`src/rtl/bcd_convert_arbiter_if.sv`:
```
// bcd_convert_arbiter_if: requester and consumer handshake bundle for the shared BCD converter.
interface bcd_convert_arbiter_if #(
    parameter int N_REQ = 4,
    parameter int ID_W  = 2
);
    logic [N_REQ-1:0]    req_valid;
    logic [16*N_REQ-1:0] req_data;
    logic [N_REQ-1:0]    req_ready;
    logic                rsp_valid;
    logic [19:0]         rsp_bcd;
    logic [ID_W-1:0]     rsp_id;
    logic                rsp_ready;
    logic                busy;
    modport master (
        output req_valid, req_data, rsp_ready,
        input  req_ready, rsp_valid, rsp_bcd, rsp_id, busy
    );
    modport slave (
        input  req_valid, req_data, rsp_ready,
        output req_ready, rsp_valid, rsp_bcd, rsp_id, busy
    );
endinterface

```
`src/rtl/bcd_convert_arbiter.sv`:
```
// bcd_convert_arbiter: round-robin shared double-dabble binary-to-BCD engine, one shift per clock.
module bcd_convert_arbiter #(
    parameter int N_REQ = 4,
    parameter int ID_W  = 2,
    parameter int BIN_W = 16
) (
    input logic clk,
    input logic reset,
    bcd_convert_arbiter_if.slave bus
);
    typedef enum logic [1:0] {IDLE, SHIFT, DONE} state_t;
    state_t           state_q, state_d;
    logic [ID_W-1:0]  ptr_q, ptr_d, id_q, id_d, gnt_idx, idx;
    logic [3:0]       cnt_q, cnt_d;
    logic [35:0]      sr_q, sr_d, sr_adj;
    logic [19:0]      bcd_q, bcd_d;
    logic [BIN_W-1:0] gnt_data;
    logic             gnt_any;
    // Scan from the lowest-priority offset down so the closest valid requester to ptr wins.
    always_comb begin
        gnt_any = 1'b0;
        gnt_idx = '0;
        idx = '0;
        gnt_data = '0;
        for (int i = N_REQ - 1; i >= 0; i--) begin
            idx = ID_W'((int'(ptr_q) + i) % N_REQ);
            if (bus.req_valid[idx]) begin
                gnt_any = 1'b1;
                gnt_idx = idx;
            end
        end
        for (int j = 0; j < N_REQ; j++)
            if (ID_W'(j) == gnt_idx) gnt_data = bus.req_data[16*j +: 16];
    end
    for (genvar k = 0; k < 5; k++) begin : g_adj
        assign sr_adj[16+4*k +: 4] = sr_q[16+4*k +: 4] >= 4'd5 ? sr_q[16+4*k +: 4] + 4'd3 : sr_q[16+4*k +: 4];
    end
    assign sr_adj[15:0] = sr_q[15:0];
    always_comb begin
        state_d = state_q;
        ptr_d = ptr_q;
        id_d = id_q;
        cnt_d = cnt_q;
        sr_d = sr_q;
        bcd_d = bcd_q;
        bus.req_ready = '0;
        case (state_q)
            IDLE: if (gnt_any) begin
                bus.req_ready[gnt_idx] = 1'b1;
                sr_d = {20'b0, gnt_data};
                id_d = gnt_idx;
                ptr_d = (int'(gnt_idx) == N_REQ - 1) ? '0 : gnt_idx + 1'b1;
                cnt_d = '0;
                state_d = SHIFT;
            end
            SHIFT: begin
                sr_d = {sr_adj[34:0], 1'b0};
                cnt_d = cnt_q + 4'd1;
                if (cnt_q == 4'd15) begin
                    bcd_d = sr_adj[34:15];
                    state_d = DONE;
                end
            end
            DONE: state_d = bus.rsp_ready ? IDLE : DONE;
            default: state_d = IDLE;
        endcase
    end
    always_ff @(posedge clk or posedge reset) begin
        if (reset) begin
            state_q <= IDLE;
            ptr_q <= '0;
            id_q <= '0;
            cnt_q <= '0;
            sr_q <= '0;
            bcd_q <= '0;
        end else begin
            state_q <= state_d;
            ptr_q <= ptr_d;
            id_q <= id_d;
            cnt_q <= cnt_d;
            sr_q <= sr_d;
            bcd_q <= bcd_d;
        end
    end
    assign bus.rsp_valid = state_q == DONE;
    assign bus.busy = state_q != IDLE;
    assign bus.rsp_bcd = bcd_q;
    assign bus.rsp_id = id_q;
endmodule

```
`src/flat_wrapper.sv`:
```
// flat-port wrapper written by rule: the top's interface ports become plain ports
module bcd_convert_arbiter_flat 
#(
    parameter int N_REQ = 4,
    parameter int ID_W  = 2,
    parameter int BIN_W = 16
)
  (clk, reset, bus_req_valid, bus_req_data, bus_rsp_ready, bus_req_ready, bus_rsp_valid, bus_rsp_bcd, bus_rsp_id, bus_busy);
  bcd_convert_arbiter_if #(.N_REQ(N_REQ), .ID_W(ID_W)) bus_i ();
  input logic clk;
  input logic reset;
  input wire logic [$bits(bus_i.req_valid)-1:0] bus_req_valid;
  input wire logic [$bits(bus_i.req_data)-1:0] bus_req_data;
  input wire logic [$bits(bus_i.rsp_ready)-1:0] bus_rsp_ready;
  output wire logic [$bits(bus_i.req_ready)-1:0] bus_req_ready;
  output wire logic [$bits(bus_i.rsp_valid)-1:0] bus_rsp_valid;
  output wire logic [$bits(bus_i.rsp_bcd)-1:0] bus_rsp_bcd;
  output wire logic [$bits(bus_i.rsp_id)-1:0] bus_rsp_id;
  output wire logic [$bits(bus_i.busy)-1:0] bus_busy;
  assign bus_i.req_valid = bus_req_valid;
  assign bus_i.req_data = bus_req_data;
  assign bus_i.rsp_ready = bus_rsp_ready;
  assign bus_req_ready = bus_i.req_ready;
  assign bus_rsp_valid = bus_i.rsp_valid;
  assign bus_rsp_bcd = bus_i.rsp_bcd;
  assign bus_rsp_id = bus_i.rsp_id;
  assign bus_busy = bus_i.busy;
  bcd_convert_arbiter #(.N_REQ(N_REQ), .ID_W(ID_W), .BIN_W(BIN_W)) u_core (.clk(clk), .reset(reset), .bus(bus_i));
endmodule
```
`config.mk`:
```
export PLATFORM = sky130hd
export DESIGN_NAME = bcd_convert_arbiter_flat
export DESIGN_NICKNAME = d
export VERILOG_FILES = /design/src/rtl/bcd_convert_arbiter_if.sv /design/src/rtl/bcd_convert_arbiter.sv /design/src/flat_wrapper.sv
export SDC_FILE = /design/constraint.sdc
export NUM_CORES = 1
export LEC_CHECK = 0
export CORE_ASPECT_RATIO = 1.1
export CORE_UTILIZATION = 54
export CTS_BUF_LIST = sky130_fd_sc_hd__clkbuf_4 sky130_fd_sc_hd__clkbuf_8
export DETAILED_ROUTE_END_ITERATION = 8
export PLACE_DENSITY = 0.88
export REMOVE_ABC_BUFFERS = 1
export SETUP_SLACK_MARGIN = 0.3
export SYNTH_ARGS = -nofsm -noshare
export SYNTH_HDL_FRONTEND = slang
export SYNTH_SLANG_ARGS = --single-unit
```
`constraint.sdc`:
```
create_clock -name clk -period 4 [get_ports clk]
set_input_delay 0.4 -clock clk [delete_from_list [all_inputs] [get_ports clk]]
set_output_delay 0.4 -clock clk [all_outputs]
set_load 0.1 [all_outputs]
```
Word-level counts from Yosys, hierarchy flattened
Index checks and enable logic that the tools add are counted.
{"block": "word_totals", "reg_bits": 66, "inputBits": 71, "output_inout_bits": 28, "word_cells": 83}
{"block": "classes", "add_sub_neg": 10, "magnitude_cmp": 11, "eq_ne": 9, "mux": 38, "reduce_logical": 9}
{"operator": "36-bit one-hot mux with 2 select lines", "n": 1}
{"operator": "16-bit 2-to-1 mux", "n": 4}
{"operator": "36-bit 2-to-1 mux", "n": 1}
{"operator": "4-bit 2-to-1 mux", "n": 7}
{"operator": "4-bit by 3-bit greater-or-equal comparator with 1-bit output, second input constant", "n": 5}
{"operator": "4-bit by 2-bit adder with 4-bit output, second input constant", "n": 4}
{"operator": "2-bit 2-to-1 mux", "n": 8}
{"operator": "2-bit by 3-bit < comparator with 1-bit output, second input constant", "n": 5}
{"operator": "1-bit 2-to-1 mux", "n": 9}
{"operator": "1-bit binary-select mux with 2-bit select", "n": 4}
{"operator": "4-bit one-hot mux with 2 select lines", "n": 1}
{"operator": "2-bit AND reduction", "n": 4}
{"operator": "2-bit one-hot mux with 3 select lines", "n": 1}
{"operator": "2-bit by 1-bit adder with 2-bit output, second input constant", "n": 2}
{"operator": "2-bit adder, second input constant", "n": 2}
{"operator": "4-bit by 1-bit adder with 4-bit output, second input constant", "n": 1}
{"operator": "2-bit by 1-bit equality test with 1-bit output, second input constant", "n": 2}
{"operator": "2-bit equality test, first input constant", "n": 2}
{"operator": "4-bit equality test, second input constant", "n": 1}
{"operator": "2-bit zero test", "n": 2}
{"operator": "2-bit by 1-bit != test with 1-bit output, second input constant", "n": 2}
{"operator": "2-bit nonzero test", "n": 2}
{"operator": "3-bit by 2-bit adder with 3-bit output, second input constant", "n": 1}
{"operator": "3-bit 2-to-1 mux", "n": 1}
{"operator": "5 further kinds", "n": 5}

Longest topological paths before layout
Gate-level depths: netlist of the first run.
{"block": "depth", "ltp_word": 14, "mapped_depth": 11, "mapped_depth_nobuf": 9}

Least setup slack after synthesis of the first run
OpenSTA, ideal clock, no wires.
{"block": "synth_path", "path_type": "register to output", "startpoint": "register u_core.state_q[0]", "endpoint": "output port bus_req_ready[3]", "arrival_time_ns": 2.761, "t_required_ns": 3.600, "path_slack_ns": 0.839, "stages_incl_launch_ff": 6, "path_buffers": 2, "path_cell_list": "dfrtp_1 -> or2_2 -> nand2b_4 -> buf_12 -> buf_6 -> nor2_1"}
{"block": "synth_via", "elab_chain_len": 2}
{"element": "start, declared", "line": "bcd_convert_arbiter.sv:12", "source": "state_t state_q, state_d;"}
{"element": "start signal, assigned", "line": "bcd_convert_arbiter.sv:77", "source": "state_q <= state_d;"}
{"element": "2-bit zero test", "line": "bcd_convert_arbiter.sv:47", "source": "case (state_q)"}
{"element": "4-bit 2-to-1 mux", "line": "bcd_convert_arbiter.sv:47"}
{"element": "end, declared", "line": "flat_wrapper.sv:15", "source": "output wire logic [$bits(bus_i.req_ready)-1:0] bus_req_ready;"}
Every way passes these cells.

Worst setup path in the final report of the first run
{"block": "layout_path", "startpoint": "input port bus_req_valid[0]", "endpoint": "register u_core.sr_q[6]"}
{"block": "layout_via", "elab_chain_len": 13, "elab_cells_between_ends": 28, "classes_between": "eq/ne: 4; mux: 22; reduce/logical: 2"}
{"element": "start, declared", "line": "flat_wrapper.sv:12", "source": "input wire logic [$bits(bus_i.req_valid)-1:0] bus_req_valid;"}
{"element": "1-bit binary-select mux with 2-bit select", "line": "bcd_convert_arbiter.sv:27", "source": "if (bus.req_valid[idx]) begin"}
{"element": "1-bit 2-to-1 mux (implied by the code)", "line": "bcd_convert_arbiter.sv:27"}
{"element": "2-bit 2-to-1 mux (3 in a row)", "line": "bcd_convert_arbiter.sv:27"}
{"element": "2-bit 2-to-1 mux (*)", "line": "bcd_convert_arbiter.sv:27"}
{"element": "named net u_core.gnt_idx[0]", "line": "bcd_convert_arbiter.sv:13", "source": "logic [ID_W-1:0] ptr_q, ptr_d, id_q, id_d, gnt_idx, idx;"}
{"element": "2-bit zero test", "line": "bcd_convert_arbiter.sv:33", "source": "if (ID_W'(j) == gnt_idx) gnt_data = bus.req_data[16*j +: 16];"}
{"element": "16-bit 2-to-1 mux (3 in a row)", "line": "bcd_convert_arbiter.sv:33"}
{"element": "16-bit 2-to-1 mux (*)", "line": "bcd_convert_arbiter.sv:33"}
{"element": "36-bit 2-to-1 mux (*)", "line": "bcd_convert_arbiter.sv:48", "source": "IDLE: if (gnt_any) begin"}
{"element": "36-bit one-hot mux with 2 select lines (*)", "line": "bcd_convert_arbiter.sv:47"}
{"element": "end signal, assigned", "line": "bcd_convert_arbiter.sv:81", "source": "sr_q <= sr_d;"}
{"element": "end, declared", "line": "bcd_convert_arbiter.sv:15", "source": "logic [35:0] sr_q, sr_d, sr_adj;"}
Mark *: on every way through the listed nets, which the timed path passes. The rest lies on a longest branch. The select of a mux whose other input is x is not followed.
A chain may end at the register's enable or synchronous reset.

==> results.md, run 1 <==
- Worst slew pin tran: around 1.2 ns
- FF-to-FF Start: u_core.ptr_q[0]
- Worst rel slew slack: 0.1805
- Worst reg2reg setup slack: 0.98 ns
- Top FF cell, synth: dfrtp_1
- Largest cells by area after synthesis: dfrtp_1 46%, o21ai_0 7.8%, ha_1 5.2%, nand2_1 4.1%, a221oi_1 3.6%
- WL per Instance: roughly 15 µm
- Fraction of layout cells with a size suffix above 1: 0.08955
- Area Growth Syn to Fin: 31.77%
- Fin util: 0.7530
- Number of flops mapped to enable cells by yosys: 0
- Max stage delay on crit path: between 0.8 and 0.9 ns
- Hold endpoint: u_core.bus.rsp_bcd[19]
- Synth warnings: 0
- Worst setup SP type: input port
- Worst vdd ir: ~0.55 mV
- Cts repair resizes: 0
- Cells on worst reg2reg path: 9
- Power Total: approximately 4.0 mW
- Setup TNS: 0 ns
- Critical Path AT: 3.51 ns
- First-pass DRT Iterations: 4
- Initial core utilization: 0.5714
- Final setup viols: 0
- Post-synth ARST share: 1.000
- Post-CTS Setup Bufs: 0
- Endpoint of the lowest-slack register-to-register path: u_core.sr_q[6]
- Post-route non-filler standard cell count: approximately 550
- WP data required: 4.28 ns
- Hold path depth: 2
- Final Hold Fails: 0
- Final Cell Area: 4748 µm²
- Clock Path Buffers: 2
- Synth cell types: between 40 and 50
- GP Congestion: a little over 0.8
- Lkg Pwr: approximately 2 nW
- Synth Instances: 376
- Hold_sp: u_core.bus.rsp_bcd[19]
- Maximum number of pins on one net before global-route repair: between 40 and 50
- Kind of critical path: input port to register
- DP Area: 4539 µm²
- Antenna cells: 0
- PortBufs: a little under 100
- Crit share post-route: 0.8079
- CTS Buf Count: 9
- Placed insts: 533
- Global-route wire length before repair: 13,900 µm
- Pwr Density: 840.7 nW/µm²
- Synth top area share: 0.4583
- CTS tree: built
- Clock sink total: 66
- Clk root buf: clkbuf_8
- Vias in the first global route: just over 3,000
- Die span in x: roughly 80 µm
- CP cell instances: clkdlybuf4s50_1, nor2b_1, nor3_1, a31oi_1, nor2_1, ha_1, nor2b_1, a221oi_1, nor3_1, a221o_1
- Critical path's slowest cell: nor2b_1
- Core Rows: 30
- Final Max Tran Viols: 0
- Hold/Removal Path Class: register to register
- Max H-tree Level: 3
- Die Area: 7004 µm²
- Seq cells post-synth: 66
- CP max FO: 19
- Total core area: 6306 µm²
- Hold WS: between 0.4 and 0.5 ns
- Initial DRC count: around 200
- Seq/Total Area, Yosys: 0.4583
- Top post-synthesis cells by count: 66 x dfrtp_1, 56 x o21ai_0, 39 x nand2_1
- Worst-path clk slew: roughly 0.06 ns
- Post-Syn Area: 3603 µm²
- Routed WL: about 8100 µm
- Clock skew: about 0.0058 ns
- Syn Area/Cell: approximately 9.6 µm²
- Grt ovf: 0
- Hold Buf Count CTS: 0
- DP Wirelength: between 5000 and 6000 µm
- DP Worst Slack: 0.5281 ns
- Number of vias per cell: 5.800
- Yosys top cell by area: dfrtp_1
- Final ANT Viol Nets: 0
- Most frequent cell after synthesis: dfrtp_1
- Latest clock arrival within the worst-skew pair: 0.34 ns
- Status: completed
- Max-cap viol count: 0
- Setup crit end kind: register
- Slack of the critical path: slightly below 0.8 ns
- Initial antenna violation count: 0
- DR DRC count: 0
- IO Pins: 99
- Die height: 87.68 µm
- GRT Util Overall: 0.2580
- RSZ-0062 raised after global routing: false
- Final #Nets: 550
- Fin crit period: 3.232 ns
- Peak Freq: just over 300 MHz
- Vias: ~3,200
-- logic make-up after synthesis --
group | share of synthesized area
AND/OR/NAND/NOR | 0.1684
flip-flops | 0.4583
buffers and inverters | 0.05694
adder cells (fa/ha/maj) | 0.05208
multiplexers | 0.01875
AO/OA/AOI/OAI | 0.2333
XOR/XNOR | 0.01215
-- layout make-up --
| type | count | area (µm²) |
|---|---|---|
| fill | 454 | 1558 |
| timing repair buffer | 100 | 985.9 |
| sequential | 66 | 1652 |
| multi-input combinational | 273 | 1749 |
| clock inverter | 2 | 35.03 |
| inverter | 14 | 52.55 |
| clock buffer | 14 | 173.9 |
| tap | 80 | 100.1 |
-- registers in the layout, indices dropped and copies added, names as in the netlist --
| register | count |
|---|---|
| u_core.bus.rsp_id | 2 |
| u_core.sr_q | 36 |
| u_core.ptr_q | 2 |
| u_core.bus.rsp_bcd | 20 |
| u_core.state_q | 2 |
| u_core.cnt_q | 4 |
-- where the power goes --
group | internal, mW | total (mW) | switching [mW]
registers | 0.954 | 1.17 | 0.220
logic | 0.759 | 2.24 | 1.48
clock network | 0.342 | 0.580 | 0.237
-- routing by layer --
layer / track usage / up-vias / part of all wire
met4: 0.1120 / 0 / 0.015
met5: 0 / - / 0
met2: 0.4351 / 120 / 0.52
met1: 0.3180 / 1488 / 0.42
li1: - / 1563 / -
met3: 0.05938 / 13 / 0.049
-- how the worst max path moves through the flow --
| stage | startpoint | end | slack [ns] | depth (start not counted) |
|---|---|---|---|---|
| 2_1_floorplan | bus_req_valid[0] | bus_req_ready[3] | 0.97 | 7 |
| 3_3_place_gp | bus_req_valid[0] | u_core.sr_q[4] | 0.71 | 10 |
| 3_5_place_dp | bus_req_valid[0] | u_core.sr_q[9] | 0.53 | 10 |
| 4_1_cts | bus_req_valid[0] | u_core.sr_q[9] | 0.85 | 10 |
| 5_1_grt | bus_req_valid[0] | u_core.sr_q[7] | 0.55 | 10 |
| 6_report | bus_req_valid[0] | u_core.sr_q[6] | 0.77 | 10 |
-- placed cells by master, fill, tap and decap left out, drive strengths merged, types with 2 or more instances in the layout --
cell type and instances:
a21boi 2, a21oi 17, a221o 10, a221oi 15, a22o 4, and2 3, buf 6, clkbuf 14
clkdlybuf4s50 94, dfrtp 66, ha 15, inv 14, mux2 6, nand2 39, nand2b 10, nand3 20
nor2 8, nor2b 5, nor3 16, nor3b 8, o21ai 58, o221ai 4, o22ai 12, o31ai 3
or2 3, xnor2 5
-- critical path: cells and delay by family --
family / cells / cell delay (ns)
and+or+nand+nor: 5 / 1.50
AOI/OAI and AO/OA: 3 / 0.63
buffers and inverters: 1 / 0.53
adders and majority gates: 1 / 0.44
Note: power is estimated with default switching activity, not from simulation.
==> inputs of run 2 (changes only) <==
--- a/config.mk
+++ b/config.mk
@@ -6,10 +6,10 @@
 export NUM_CORES = 1
 export LEC_CHECK = 0
 export CORE_ASPECT_RATIO = 1.1
-export CORE_UTILIZATION = 54
+export CORE_UTILIZATION = 50
 export CTS_BUF_LIST = sky130_fd_sc_hd__clkbuf_4 sky130_fd_sc_hd__clkbuf_8
 export DETAILED_ROUTE_END_ITERATION = 8
-export PLACE_DENSITY = 0.88
+export PLACE_DENSITY = 0.83
 export REMOVE_ABC_BUFFERS = 1
 export SETUP_SLACK_MARGIN = 0.3
 export SYNTH_ARGS = -nofsm -noshare
==> constraint.sdc (replaced) <==
create_clock -name clk -period 3.35 [get_ports clk]
set_input_delay 0.335 -clock clk [delete_from_list [all_inputs] [get_ports clk]]
set_output_delay 0.335 -clock clk [all_outputs]
set_load 0.1 [all_outputs]
==> results.md, run 2 (synthesis results as in run 1) <==
- Clk root buf: clkbuf_8 (unchanged)
- Max H-tree Level: 3 (unchanged)
- Initial DRC count: 171 (was 203)
- Worst-path clk slew: 0.07 ns (was 0.06 ns)
- Peak Freq: roughly 350 MHz
- Setup crit end kind: output port (was register)
- Area Growth Syn to Fin: 32.95% (was 31.77%)
- Most frequent cell on the critical path: nor2_1
- Placed insts: 542 (was 533)
- GP Congestion: 0.8173 (was 0.8071)
- GRT Util Overall: 0.2313 (was 0.2580)
- Worst vdd ir: 0.7737 mV (was 0.5522 mV)
- Maximum number of pins on one net before global-route repair: 40 (was 43)
- Post-CTS Setup Bufs: 0 (unchanged)
- Initial core utilization: 0.5143 (was 0.5714)
- Cells on worst reg2reg path: 8 (was 9)
- IO Pins: 99 (unchanged)
- WL per Instance: 14.61 µm (was 14.69 µm)
- Die span in x: 82.94 µm (was 79.89 µm)
- CP max FO: 16 (was 19)
- Number of flip-flops in the largest register: 36 (unchanged)
- Endpoint of the lowest-slack register-to-register path: u_core.sr_q[7] (was u_core.sr_q[6])
- Fillers: 551 (was 454)
- Number of vias per cell: 5.734 (was 5.800)
- Final #Nets: 554 (was 550)
- Worst rel slew slack: 0.3525 (was 0.1805)
- Total core area: 7007 µm² (was 6306 µm²)
- CTS tree: built (unchanged)
- Fin crit period: ~2.9 ns
- Status: completed (unchanged)
- Hold Buf Count CTS: 0 (unchanged)
- DP Wirelength: 5911 µm (was 5804 µm)
- Initial antenna violation count: 0 (unchanged)
- Storage cell area: 1652 µm² (unchanged)
- Fin util: 0.6838 (was 0.7530)
- Fraction of layout cells with a size suffix above 1: 0.1017 (was 0.08955)
- CP cell instances: clkdlybuf4s50_1, and2b_2, nor3_1, a31oi_1, nor2_1, ha_1, inv_1, nor2_1, buf_12 (was clkdlybuf4s50_1, nor2b_1, nor3_1, a31oi_1, nor2_1, ha_1, nor2b_1, a221oi_1, nor3_1, a221o_1)
- Final setup viols: 0 (unchanged)
- Max stage delay on crit path: 0.58 ns (was 0.84 ns)
- Instance count on the critical path: 9 (was 10)
- Clock sink total: 66 (unchanged)
- Vias: 3,194 (was 3,184)
- Vias in the first global route: 3,106 (was 3,084)
- Kind of critical path: input port to output port (was input port to register)
- Top reg by flops: u_core.sr_q (unchanged)
- Lkg Pwr: 2.028 nW (was 2.008 nW)
- Hold/Removal Path Class: input port to asynchronous set/reset pin (was register to register)
- WP data required: 3.01 ns (was 4.28 ns)
- Power Total: 4.755 mW (was 3.992 mW)
- Die Area: 7550 µm² (was 7004 µm²)
- DR DRC count: 0 (unchanged)
- PortBufs: 98 (unchanged)
- Latest clock arrival within the worst-skew pair: 0.34 ns (about the same)
- Routed WL: 8138 µm (was 8066 µm)
- Final ANT Viol Nets: 0 (unchanged)
- Critical path's slowest cell: clkdlybuf4s50_1 (was nor2b_1)
- Core Rows: 32 (was 30)
- Grt ovf: 0 (unchanged)
- Clock skew: 0.007726 ns (was 0.005785 ns)
- Final Hold Fails: 0 (unchanged)
- Antenna cells: 0 (unchanged)
- Die height: 91.04 µm (was 87.68 µm)
- WP buf/inv: 3 (was 1)
- Cts repair resizes: 0 (unchanged)
- Clock Path Buffers: 2 (unchanged)
- Multi-input gate area: 1752 µm² (was 1749 µm²)
- Most common cell after layout, fill and taps aside: clkdlybuf4s50_1 (unchanged)
- FF-to-FF Start: u_core.ptr_q[1] (was u_core.ptr_q[0])
- Worst setup SP type: input port (unchanged)
- Commonest cells after routing, fill and taps aside: 92 x clkdlybuf4s50_1, 66 x dfrtp_1, 56 x o21ai_0 (was 94 x clkdlybuf4s50_1, 66 x dfrtp_1, 56 x o21ai_0)
- Max-cap viol count: 0 (unchanged)
- Setup TNS: 0 ns (unchanged)
- Pwr Density: 992.6 nW/µm² (was 840.7 nW/µm²)
- Post-route non-filler standard cell count: 557 (was 549)
- Worst slew pin tran: 0.9682 ns (was 1.229 ns)
- Critical Path AT: 2.52 ns (was 3.51 ns)
- RSZ-0062 raised after global routing: false (unchanged)
- Global-route wire length before repair: 13,960 µm (was 13,900 µm)
- Worst reg2reg setup slack: 0.84 ns (was 0.98 ns)
- First-pass DRT Iterations: 6 (was 4)
- Final Max Tran Viols: 0 (unchanged)
- CTS Buf Count: 9 (unchanged)
- Crit share post-route: 0.8521
- Top delay family on crit path: buffers and inverters (was simple AND/OR/NAND/NOR gates)
==> run 2: cell count changes in the layout (fill, tap and decap cells not counted) <==
cell             before  now
buf_4                 6   10
buf_12                0    2
clkdlybuf4s50_1      94   92
clkbuf_4              3    2
clkbuf_8             11   10
clkinv_2              1    2
nor2b_1               3    2
nor2b_2               1    2
==> run 2: final cells by class <==
cell class | instances | share of cell area
Multi-Input combinational cell | 273 | 0.3656
Sequential cell | 66 | 0.3447
Timing Repair Buffer | 104 | 0.2162
Clock buffer | 12 | 0.03186
Tap cell | 85 | 0.02220
Inverter | 14 | 0.01097
Clock inverter | 3 | 0.008357
==> run 2: worst max-delay path by stage <==
| stage | startpoint | endpoint | slack [ns] |
|---|---|---|---|
| after floorplan | u_core.state_q[0] | bus_req_ready[3] | 0.39 |
| after global placement | bus_req_valid[1] | u_core.sr_q[4] | 0.33 |
| after detailed placement | bus_req_valid[0] | u_core.sr_q[7] | 0.20 |
| after CTS | bus_req_valid[1] | bus_req_ready[3] | 0.48 |
| after global routing | bus_req_valid[1] | u_core.sr_q[7] | 0.35 |
| final | bus_req_valid[1] | bus_req_ready[3] | 0.50 |
==> run 2: metal layers <==
metal	vias up	wire, µm	share of wire	GRT usage
met1	1519	3408	0.42	0.2788
met4	0	131	0.016	0.07615
met2	98	4170	0.51	0.3996
met3	10	427	0.052	0.06273
met5	-	0	0	0
li1	1567	-	-	-
==> run 2: through the flow <==
| step | setup slack, ns | hold slack, ns | instance area, µm² |
|---|---|---|---|
| finish | 0.4955 | 0.3908 | 4791 |
| global route | 0.3500 | 0.4459 | 4791 |
| CTS | 0.4822 | 0.4140 | 4788 |
| detailed placement | 0.1987 | 0.4699 | 4596 |
| global placement | 0.3262 | 0.4598 | 4596 |
| floorplan | 0.3851 | 0.4213 | 3451 |
==> run 2: power by group <==
| group | internal, mW | switching (mW) | leakage (nW) | total (mW) |
|---|---|---|---|---|
| clock network | 0.374 | 0.283 | 0.103 | 0.657 |
| registers | 1.14 | 0.262 | 0.847 | 1.40 |
| logic | 0.927 | 1.77 | 1.08 | 2.70 |
| total | 2.44 | 2.32 | 2.03 | 4.76 |
==> run 2: worst register-to-register path: stages (launching register included) <==
cell      delay, ns
dfrtp_1        0.43
nor3_1         0.20
a31oi_1        0.10
or2_2          0.32
ha_1           0.24
or2_1          0.43
a221oi_1       0.31
nor3_1         0.09
a221o_1        0.27
